$ cat src/rtl/kyber_intt_core.sv
// kyber_intt_core: in-place Gentleman-Sande inverse NTT over a 256-entry
// coefficient RAM (synchronous read, one-cycle latency), followed by a
// final pass that multiplies every coefficient by 128^-1 mod Q.
module kyber_intt_core #(
  parameter int unsigned Q     = 3329,
  parameter int unsigned N_INV = 3303
) (
  input  logic        clk,
  input  logic        rst,
  input  logic        start,
  output logic        busy,
  output logic        done,
  output logic [7:0]  mem_addr,
  output logic        mem_we,
  output logic [15:0] mem_wdata,
  input  logic [15:0] mem_rdata,
  output logic [6:0]  zeta_idx,
  input  logic [11:0] zeta
);

  typedef enum logic [1:0] {IDLE, BFLY, SCALE, FIN} top_e;
  typedef enum logic [2:0] {RD_U, RD_V, CAP_V, MUL, WR_U, WR_V} bfly_e;
  typedef enum logic [1:0] {S_RD, S_CAP, S_MUL, S_WR} scale_e;

  localparam logic [12:0] Q13       = 13'(Q);
  localparam logic [13:0] Q14       = 14'(Q);
  localparam logic [13:0] Q2_14     = 14'(2 * Q);
  localparam logic [23:0] Q24       = 24'(Q);
  localparam logic [12:0] BARRETT_M = 13'((32'd1 << 24) / Q);
  localparam logic [11:0] NINV12    = 12'(N_INV);

  // (a + b) mod Q for any two 12-bit operands; 2*4095 < 3Q so two steps suffice.
  function automatic logic [11:0] red_sum(input logic [11:0] a, input logic [11:0] b);
    logic [12:0] s;
    s = {1'b0, a} + {1'b0, b};
    s = (s >= Q13) ? s - Q13 : s;
    s = (s >= Q13) ? s - Q13 : s;
    return 12'(s);
  endfunction

  // (v - u) mod Q; biasing by 2Q keeps the intermediate non-negative.
  function automatic logic [11:0] red_diff(input logic [11:0] u, input logic [11:0] v);
    logic [13:0] d;
    d = {2'b00, v} + Q2_14 - {2'b00, u};
    d = (d >= Q2_14) ? d - Q2_14 : d;
    d = (d >= Q14) ? d - Q14 : d;
    return 12'(d);
  endfunction

  // Barrett reduction of a 24-bit product; the quotient estimate is short by
  // at most one, so the remainder needs at most one correction.
  function automatic logic [11:0] mod_q24(input logic [23:0] x);
    logic [12:0] qe;
    logic [23:0] r;
    qe = 13'(({13'd0, x} * {24'd0, BARRETT_M}) >> 24);
    r  = x - ({11'd0, qe} * Q24);
    r  = (r >= Q24) ? r - Q24 : r;
    r  = (r >= Q24) ? r - Q24 : r;
    return 12'(r);
  endfunction

  top_e        top_q, top_d;
  bfly_e       bst_q, bst_d;
  scale_e      sst_q, sst_d;
  logic [7:0]  j_q, j_d;          // butterfly low index, reused as scale index
  logic [2:0]  layer_q, layer_d;  // len = 2 << layer
  logic [6:0]  k_q, k_d;          // twiddle index, counts down per block
  logic [11:0] u_q, u_d;
  logic [11:0] v_q, v_d;
  logic [11:0] sum_q, sum_d;
  logic [11:0] prod_q, prod_d;

  logic [8:0]  len_s;
  logic [7:0]  j_hi_s;
  logic [8:0]  j_inc_s;
  logic        blk_end_s;
  logic [8:0]  j_nxt_s;
  logic        unused_rdata_hi_s;

  assign len_s     = 9'd2 << layer_q;
  assign j_hi_s    = j_q + len_s[7:0];
  assign j_inc_s   = {1'b0, j_q} + 9'd1;
  // A block ends when the low index reaches the next multiple of len.
  assign blk_end_s = ((j_inc_s & (len_s - 9'd1)) == 9'd0);
  // At a block end skip over the upper half; passing 255 ends the layer.
  assign j_nxt_s   = blk_end_s ? (j_inc_s + len_s) : j_inc_s;
  assign unused_rdata_hi_s = ^mem_rdata[15:12];

  // State, counter and datapath registers; reset returns to a cleared idle state.
  always_ff @(posedge clk or posedge rst) begin
    if (rst) begin
      top_q   <= IDLE;
      bst_q   <= RD_U;
      sst_q   <= S_RD;
      j_q     <= 8'd0;
      layer_q <= 3'd0;
      k_q     <= 7'd127;
      u_q     <= 12'd0;
      v_q     <= 12'd0;
      sum_q   <= 12'd0;
      prod_q  <= 12'd0;
    end else begin
      top_q   <= top_d;
      bst_q   <= bst_d;
      sst_q   <= sst_d;
      j_q     <= j_d;
      layer_q <= layer_d;
      k_q     <= k_d;
      u_q     <= u_d;
      v_q     <= v_d;
      sum_q   <= sum_d;
      prod_q  <= prod_d;
    end
  end

  // Next-state logic: butterfly and scale sequencing plus operand capture and arithmetic.
  always_comb begin
    top_d   = top_q;
    bst_d   = bst_q;
    sst_d   = sst_q;
    j_d     = j_q;
    layer_d = layer_q;
    k_d     = k_q;
    u_d     = u_q;
    v_d     = v_q;
    sum_d   = sum_q;
    prod_d  = prod_q;
    case (top_q)
      IDLE, FIN: begin
        if (start) begin
          top_d   = BFLY;
          bst_d   = RD_U;
          sst_d   = S_RD;
          j_d     = 8'd0;
          layer_d = 3'd0;
          k_d     = 7'd127;
        end else begin
          top_d = top_q;
        end
      end
      BFLY: begin
        case (bst_q)
          RD_U:  bst_d = RD_V;
          RD_V:  begin u_d = mem_rdata[11:0]; bst_d = CAP_V; end
          CAP_V: begin v_d = mem_rdata[11:0]; bst_d = MUL; end
          MUL: begin
            sum_d  = red_sum(u_q, v_q);
            prod_d = mod_q24({12'd0, red_diff(u_q, v_q)} * {12'd0, zeta});
            bst_d  = WR_U;
          end
          WR_U:  bst_d = WR_V;
          WR_V: begin
            bst_d = RD_U;
            if (blk_end_s) begin
              k_d = k_q - 7'd1;
            end else begin
              k_d = k_q;
            end
            if (j_nxt_s[8]) begin
              j_d = 8'd0;
              if (layer_q == 3'd6) begin
                top_d = SCALE;
                sst_d = S_RD;
              end else begin
                layer_d = layer_q + 3'd1;
              end
            end else begin
              j_d = j_nxt_s[7:0];
            end
          end
          default: bst_d = RD_U;
        endcase
      end
      SCALE: begin
        case (sst_q)
          S_RD:  sst_d = S_CAP;
          S_CAP: begin u_d = mem_rdata[11:0]; sst_d = S_MUL; end
          S_MUL: begin
            prod_d = mod_q24({12'd0, u_q} * {12'd0, NINV12});
            sst_d  = S_WR;
          end
          S_WR: begin
            sst_d = S_RD;
            if (j_q == 8'd255) begin
              top_d = FIN;
              j_d   = 8'd0;
            end else begin
              j_d = j_q + 8'd1;
            end
          end
          default: sst_d = S_RD;
        endcase
      end
      default: top_d = IDLE;
    endcase
  end

  // Output decode from the registered state: RAM port, status and twiddle index.
  always_comb begin
    busy      = 1'b0;
    done      = 1'b0;
    mem_addr  = 8'd0;
    mem_we    = 1'b0;
    mem_wdata = 16'd0;
    zeta_idx  = k_q;
    case (top_q)
      BFLY: begin
        busy = 1'b1;
        case (bst_q)
          RD_U: mem_addr = j_q;
          RD_V: mem_addr = j_hi_s;
          WR_U: begin
            mem_addr  = j_q;
            mem_we    = 1'b1;
            mem_wdata = {4'd0, sum_q};
          end
          WR_V: begin
            mem_addr  = j_hi_s;
            mem_we    = 1'b1;
            mem_wdata = {4'd0, prod_q};
          end
          default: mem_addr = 8'd0;
        endcase
      end
      SCALE: begin
        busy = 1'b1;
        case (sst_q)
          S_RD: mem_addr = j_q;
          S_WR: begin
            mem_addr  = j_q;
            mem_we    = 1'b1;
            mem_wdata = {4'd0, prod_q};
          end
          default: mem_addr = 8'd0;
        endcase
      end
      FIN:     done = 1'b1;
      default: done = 1'b0;
    endcase
  end

endmodule
$ cat config.mk
export PLATFORM = sky130hd
export DESIGN_NAME = kyber_intt_core
export DESIGN_NICKNAME = d
export VERILOG_FILES = /design/src/rtl/kyber_intt_core.sv
export SDC_FILE = /design/constraint.sdc
export NUM_CORES = 2
export LEC_CHECK = 0
export CAP_MARGIN = 20
export CORE_MARGIN = 1.5
export CORE_UTILIZATION = 65
export CTS_BUF_LIST = sky130_fd_sc_hd__clkbuf_8
export DETAILED_ROUTE_END_ITERATION = 16
export HOLD_SLACK_MARGIN = 0.15
export PLACE_DENSITY = 0.83
export REMOVE_ABC_BUFFERS = 1
export SLEW_MARGIN = 25
export SYNTH_ARGS = -nofsm -noshare
export SYNTH_HDL_FRONTEND = slang
export SYNTH_SLANG_ARGS = --single-unit
export TNS_END_PERCENT = 1
$ cat constraint.sdc
create_clock -name clk -period 26.2 [get_ports clk]
set_input_delay 5.24 -clock clk [delete_from_list [all_inputs] [get_ports clk]]
set_output_delay 5.24 -clock clk [all_outputs]
set_load 0.03 [all_outputs]
### Word level (Yosys, flattened, before mapping)

Index checks and enable logic that the tools add are counted.

* magnitude comparators: 8
* add/subtract/negate cells: 20
* multipliers: 6
* muxes and demuxes: 56
* reductions and logical operators: 22
* shift operators: 1
* equality and inequality tests: 25
* bitwise logic cells: 1

Operators with widths (count)
* 2-to-1 mux 12 bit: 9
* greater-or-equal comparator 24 x 12 -> 1 bit, second input constant: 4
* one-hot mux 12 bit (2 select lines): 4
* multiplier 24 x 13 -> 37 bit, second input constant: 2
* multiplier 13 x 12 -> 24 bit, second input constant: 2
* 2-to-1 mux 24 bit: 2
* 2-to-1 mux 8 bit: 6
* subtractor 12 bit, second input constant: 4
* subtractor 24 x 12 -> 24 bit, second input constant: 2
* subtractor 24 bit: 2
* one-hot mux 8 bit (2 select lines): 2
* greater-or-equal comparator 13 x 12 -> 1 bit, second input constant: 2
* multiplier 12 x 12 -> 24 bit: 1
* multiplier 12 x 12 -> 24 bit, second input constant: 1
* one-hot mux 8 bit (3 select lines): 1
* 2-to-1 mux 7 bit: 3
* 2-to-1 mux 2 bit: 10
* inequality test 2 bit, second input constant: 8
* one-hot mux 3 bit (5 select lines): 1
* adder 12 x 13 -> 14 bit, second input constant: 1
* greater-or-equal comparator 14 x 12 -> 1 bit, second input constant: 1
* greater-or-equal comparator 14 x 13 -> 1 bit, second input constant: 1
* 2-to-1 mux 14 bit: 1
* one-hot mux 7 bit (2 select lines): 1
* other kinds (38): 68

* bits of input ports: 31
* register bits: 73
* word-level logic and storage cells: 149
* output and inout bits: 34

### Logic depth before layout (Yosys ltp)

* depth after elaboration: 16
* mapped depth: 100
* depth with buffers taken out: 97

### Worst setup path before layout

Ideal clock, no wire load.

* kind: input to register
* start point: input zeta[5]
* end point: register prod_q[3]
* setup time: 0.148 ns
* data arrival time: 21.836 ns
* required time: 26.052 ns
* setup slack: 4.216 ns
* path buffers: 3
* cell stages on the path: 77
* cell sequence: clkbuf_1 -> o21ai_0 -> fa_1 -> inv_1 -> fa_1 -> inv_1 -> fa_1 -> inv_1 -> fa_1 -> inv_1 -> fa_1 -> inv_1 -> ha_1 -> inv_1 -> o21bai_1 -> a21oi_1 -> o21bai_1 -> a21oi_1 -> (+41 left out) -> and3_1 -> o31a_1 -> or4b_4 -> a21o_1 -> a2111o_1 -> a2111oi_4 -> and2_1 -> buf_4 -> xnor2_1 -> ha_1 -> inv_1 -> a221o_1 -> o311ai_2 -> nand2_2 -> nor2_1 -> a211oi_1 -> a2111oi_1 -> a311oi_1

* cells in the longest elaborated chain, start to end: 10
* elaborated cells between the ends (all ways): 12
* those cells by class: add/sub (3); mul (3); order compare (2); mux (4)

RTL lines
* start, declared: line 18 `input logic [11:0] zeta`
* multiplier 12 x 12 -> 24 bit *: line 148 `prod_d = mod_q24({12'd0, red_diff(u_q, v_q)} * {12'd0, zeta});`
* multiplier 24 x 13 -> 37 bit: line 55 `qe = 13'(({13'd0, x} * {24'd0, BARRETT_M}) >> 24);`
* multiplier 13 x 12 -> 24 bit: line 56 `r = x - ({11'd0, qe} * Q24);`
* subtractor 24 bit *: line 56
* subtractor 24 x 12 -> 24 bit or greater-or-equal comparator 24 x 12 -> 1 bit (tied branches): line 57 `r = (r >= Q24) ? r - Q24 : r;`
* 2-to-1 mux 24 bit *: line 57
* greater-or-equal comparator 24 x 12 -> 1 bit or subtractor 12 bit (tied branches): line 58 `r = (r >= Q24) ? r - Q24 : r;`
* 2-to-1 mux 12 bit *: line 58
* 2-to-1 mux 12 bit *: line 142 `case (bst_q)`
* one-hot mux 12 bit (2 select lines) *: line 128 `case (top_q)`
* end signal, assigned: line 112 `prod_q <= prod_d;`
* end, declared: line 71 `logic [11:0] prod_q, prod_d;`

Every way passes the cells marked *; elsewhere a longest branch is shown, timed or not. The select of a mux whose other input is x is not followed.
A chain may end at the register's enable or synchronous reset.

### Worst setup path in the final report

* start point: register u_q[2]
* end point: register prod_q[3]

* cells in the longest elaborated chain, start to end: 15
* elaborated cells between the ends (all ways): 30
* those cells by class: add/sub (9); mul (6); order compare (6); mux (9)

RTL lines
* start, declared: line 68 `logic [11:0] u_q, u_d;`
* start signal, assigned: line 109 `u_q <= u_d;`
* subtractor 14 x 12 -> 14 bit: line 44 `d = {2'b00, v} + Q2_14 - {2'b00, u};`
* subtractor 14 x 13 -> 14 bit or greater-or-equal comparator 14 x 13 -> 1 bit (tied branches): line 45 `d = (d >= Q2_14) ? d - Q2_14 : d;`
* 2-to-1 mux 14 bit: line 45
* subtractor 12 bit or greater-or-equal comparator 14 x 12 -> 1 bit (tied branches): line 46 `d = (d >= Q14) ? d - Q14 : d;`
* 2-to-1 mux 12 bit: line 46
* multiplier 12 x 12 -> 24 bit: line 148
* multiplier 24 x 13 -> 37 bit: line 55
* multiplier 13 x 12 -> 24 bit: line 56
* subtractor 24 bit: line 56
* subtractor 24 x 12 -> 24 bit or greater-or-equal comparator 24 x 12 -> 1 bit (tied branches): line 57
* 2-to-1 mux 24 bit: line 57
* greater-or-equal comparator 24 x 12 -> 1 bit or subtractor 12 bit (tied branches): line 58
* 2-to-1 mux 12 bit: line 58
* 2-to-1 mux 12 bit: line 142
* one-hot mux 12 bit (2 select lines) *: line 128

Marks and branches as above.

==> impl_metrics.env <==
export IMPL_status="completed"
export IMPL_antenna_found_initial=1
export IMPL_yosysSeqAreaShare=0.0543
export IMPL_cpMaxStageDelayCell="xor2_1"
export IMPL_synth_compound_area_frac=0.145
export IMPL_yosysTopAreaCell="fa_1"
export IMPL_place_congestion=0.931
export IMPL_postSynthAreaPerCell_um2=8.61
export IMPL_cp_max_fo=12
export IMPL_grt_ovfl_total=0
export IMPL_fillCellCount=4020
export IMPL_drive_above_1_share=0.0323
export IMPL_use_met3=0.0218
export IMPL_hold_worst_slack_ns=0.489
export IMPL_max_freq_mhz=40.5
export IMPL_synth_top_cells_by_area="fa_1 (27%), ha_1 (23%), inv_1 (10%)"
export IMPL_synth_simple_area_share=0.115
export IMPL_cp_arrival_ns=24.93
export IMPL_fp_dieArea_mm2=0.0534
export IMPL_synth_top_family_by_area="adder cells"
export IMPL_final_cells=4617
export IMPL_dp_hpwl_mm=67.4
export IMPL_synthAdderAreaFrac=0.500
export IMPL_holdBufCountCts=0
export IMPL_antenna_left=0
export IMPL_drt_iter0_drc=1587
export IMPL_routed_wl_mm=78.4
export IMPL_period_needed_ns=24.71
export IMPL_synth_top_cell_area_share=0.272
export IMPL_die_h_um=231
export IMPL_nets=5037
export IMPL_yosys_top_cells_count="inv_1 (915), ha_1 (615), fa_1 (460)"
export IMPL_setup_viol=0
export IMPL_synth_most_common_cell="inv_1"
export IMPL_io_pins=65
export IMPL_clock_latency_ns=0.40
export IMPL_htreeDepth=3
export IMPL_critPathMostFrequentCell="inv_1"
export IMPL_start_kind="flip-flop"
export IMPL_busiest_layer="met2"
export IMPL_synth_async_sr_flop_share=1.00
export IMPL_place_inst=4598
export IMPL_portBuffers=56
export IMPL_synth_main_ff_cell="dfrtp_1"
export IMPL_syn_cell_area_mm2=0.0338
export IMPL_grt_pass1_vias=27800
export IMPL_vias=27000
export IMPL_finalHoldViolCount=0
export IMPL_synth_edf_count=0
export IMPL_muxShareOfSynthArea=0.0115
export IMPL_synth_warnings=0
export IMPL_critPathMaxStageDelay_ns=0.63
export IMPL_synth_seq_cells=73
export IMPL_slew_violations=0
export IMPL_clk_pin_slew_worst_paths_ns=0.08
export IMPL_clockBufferDepth=2
export IMPL_maxCapViolCount=0
export IMPL_grt_util_met2=0.540
export IMPL_start_util=0.658
export IMPL_rsz0062_at_grt="no"
export IMPL_rows=83
export IMPL_critPathCaptureType="flip-flop"
export IMPL_routed_via_density=5.84
export IMPL_dr_pass1_iters=7
export IMPL_syn_inst=3927
export IMPL_hold_class="reg -> reg"
export IMPL_die_width_um=231
export IMPL_grt_usage=0.303
export IMPL_critPathKind="reg -> reg"
export IMPL_period_share=0.943
export IMPL_post_dp_cell_area_mm2=0.0350
export IMPL_cts_tree="done"
export IMPL_grt_pass1_wl_mm=132
export IMPL_numCtsBuffers=9
export IMPL_wire_per_inst_um=17.0
export IMPL_use_met1=0.380
export IMPL_crit_required_ns=26.43
export IMPL_cts_root_buf="clkbuf_8"
export IMPL_area_growth_pct=4.42
export IMPL_tightest_slew_ns=1.06
export IMPL_max_slew_margin=0.289
export IMPL_drc_errors=0
export IMPL_finalSetupTns_ns=0
export IMPL_ys_types=102
export IMPL_synth_xor_area_frac=0.0596
export IMPL_finalInstanceArea_mm2=0.0353
export IMPL_cts_sinks=73
export IMPL_grt_max_degree=56
export IMPL_finClkSkew_ns=0.0123
export IMPL_core_area_mm2=0.0514
-- through the flow --
step,util,setup WS [ns]
final,0.687,1.49
after global routing,0.687,0.0129
after CTS,0.686,0.969
after detailed placement,0.682,0.984
after global placement,0.682,1.34
after floorplan,-,3.82
-- state kept, by name (all words and copies together) (netlist names) --
signal	flops
layer_q	3
v_q	12
zeta_idx	7
bst_q	3
prod_q	12
sst_q	2
top_q	2
sum_q	12
j_q	8
u_q	12
-- area by class of cell --
| cell class | instances | area (µm²) | share of cell area |
|---|---|---|---|
| inverters | 915 | 3440 | 0.0973 |
| clock buffers | 9 | 124 | 0.00351 |
| well taps | 680 | 851 | 0.0241 |
| flip-flops and latches | 73 | 1840 | 0.0520 |
| diodes | 1 | 2.50 | 0.0000709 |
| clock inverters | 7 | 86.3 | 0.00245 |
| repair buffers | 86 | 786 | 0.0223 |
| multi-input cells | 2846 | 28200 | 0.798 |
-- worst max-delay path: cells and delay by family (launching register included) --
kind	cells	cell delay, ns
fa+ha+maj	22	9.55
buf+inv	18	1.38
mux	1	0.42
xor+xnor	5	1.66
simple gates	16	3.44
compound gates	29	7.47
flops	1	0.62
-- routing by layer --
layer / vias up / wire length (µm)
li1: 12900 / -
met2: 698 / 38800
met1: 13200 / 33500
met5: - / 0
met3: 182 / 3020
met4: 0 / 3030
-- timing repair --
item / in CTS / in global routing
endpoints found under the setup margin: 0 / 12
gates resized for setup: 0 / 4
buffers inserted: 0 / 2
-- cell usage in the layout (no fill, tap or decap), types with 18 or more instances in the layout --
cell             netlist  final
a211oi_1              28     28
a21o_1                67     67
a21oi_1              146    144
a22oi_1               21     21
a31oi_1               20     20
and2_1                67     67
and3_1                31     31
buf_4                  8     30
clkdlybuf4s50_1        0     56
dfrtp_1               66     66
fa_1                 460    460
ha_1                 615    615
inv_1                915    916
mux2_2                22     22
nand2_1              259    259
nand2b_1              29     29
nand3_1               55     55
nand4_1               24     24
nor2_1               152    152
nor2b_1               27     27
nor3_1                52     50
o211ai_1              25     25
o21a_1                33     33
o21ai_0              140    138
or3_1                 18     18
xnor2_1              157    154
xor2_1                73     73
-- worst paths after layout --
path	from	end	slack (ns)	cells past startpoint
hold / removal	sum_q[11]	sum_q[11]	0.49	2
min in group asynchronous	rst	v_q[8]	5.14	2
hold reg to reg	sum_q[11]	sum_q[11]	0.49	2
max in group asynchronous	rst	layer_q[0]	19.96	3
setup reg to reg	u_q[2]	prod_q[3]	1.49	91
setup / recovery	u_q[2]	prod_q[3]	1.49	91
-- cell families after synthesis --
| kind of cell | Yosys count |
|---|---|
| xor gates and xnor gates | 230 |
| DFF | 73 |
| buffers and inverters | 1011 |
| and+or+nand+nor | 791 |
| AOI/OAI and AO/OA | 709 |
| other | 1 |
| adders and majority gates | 1076 |
| muxes | 36 |
Power is left out: the tool's default activity adds up to more than one toggle a clock period on the data nets, which glitch-free logic cannot reach.
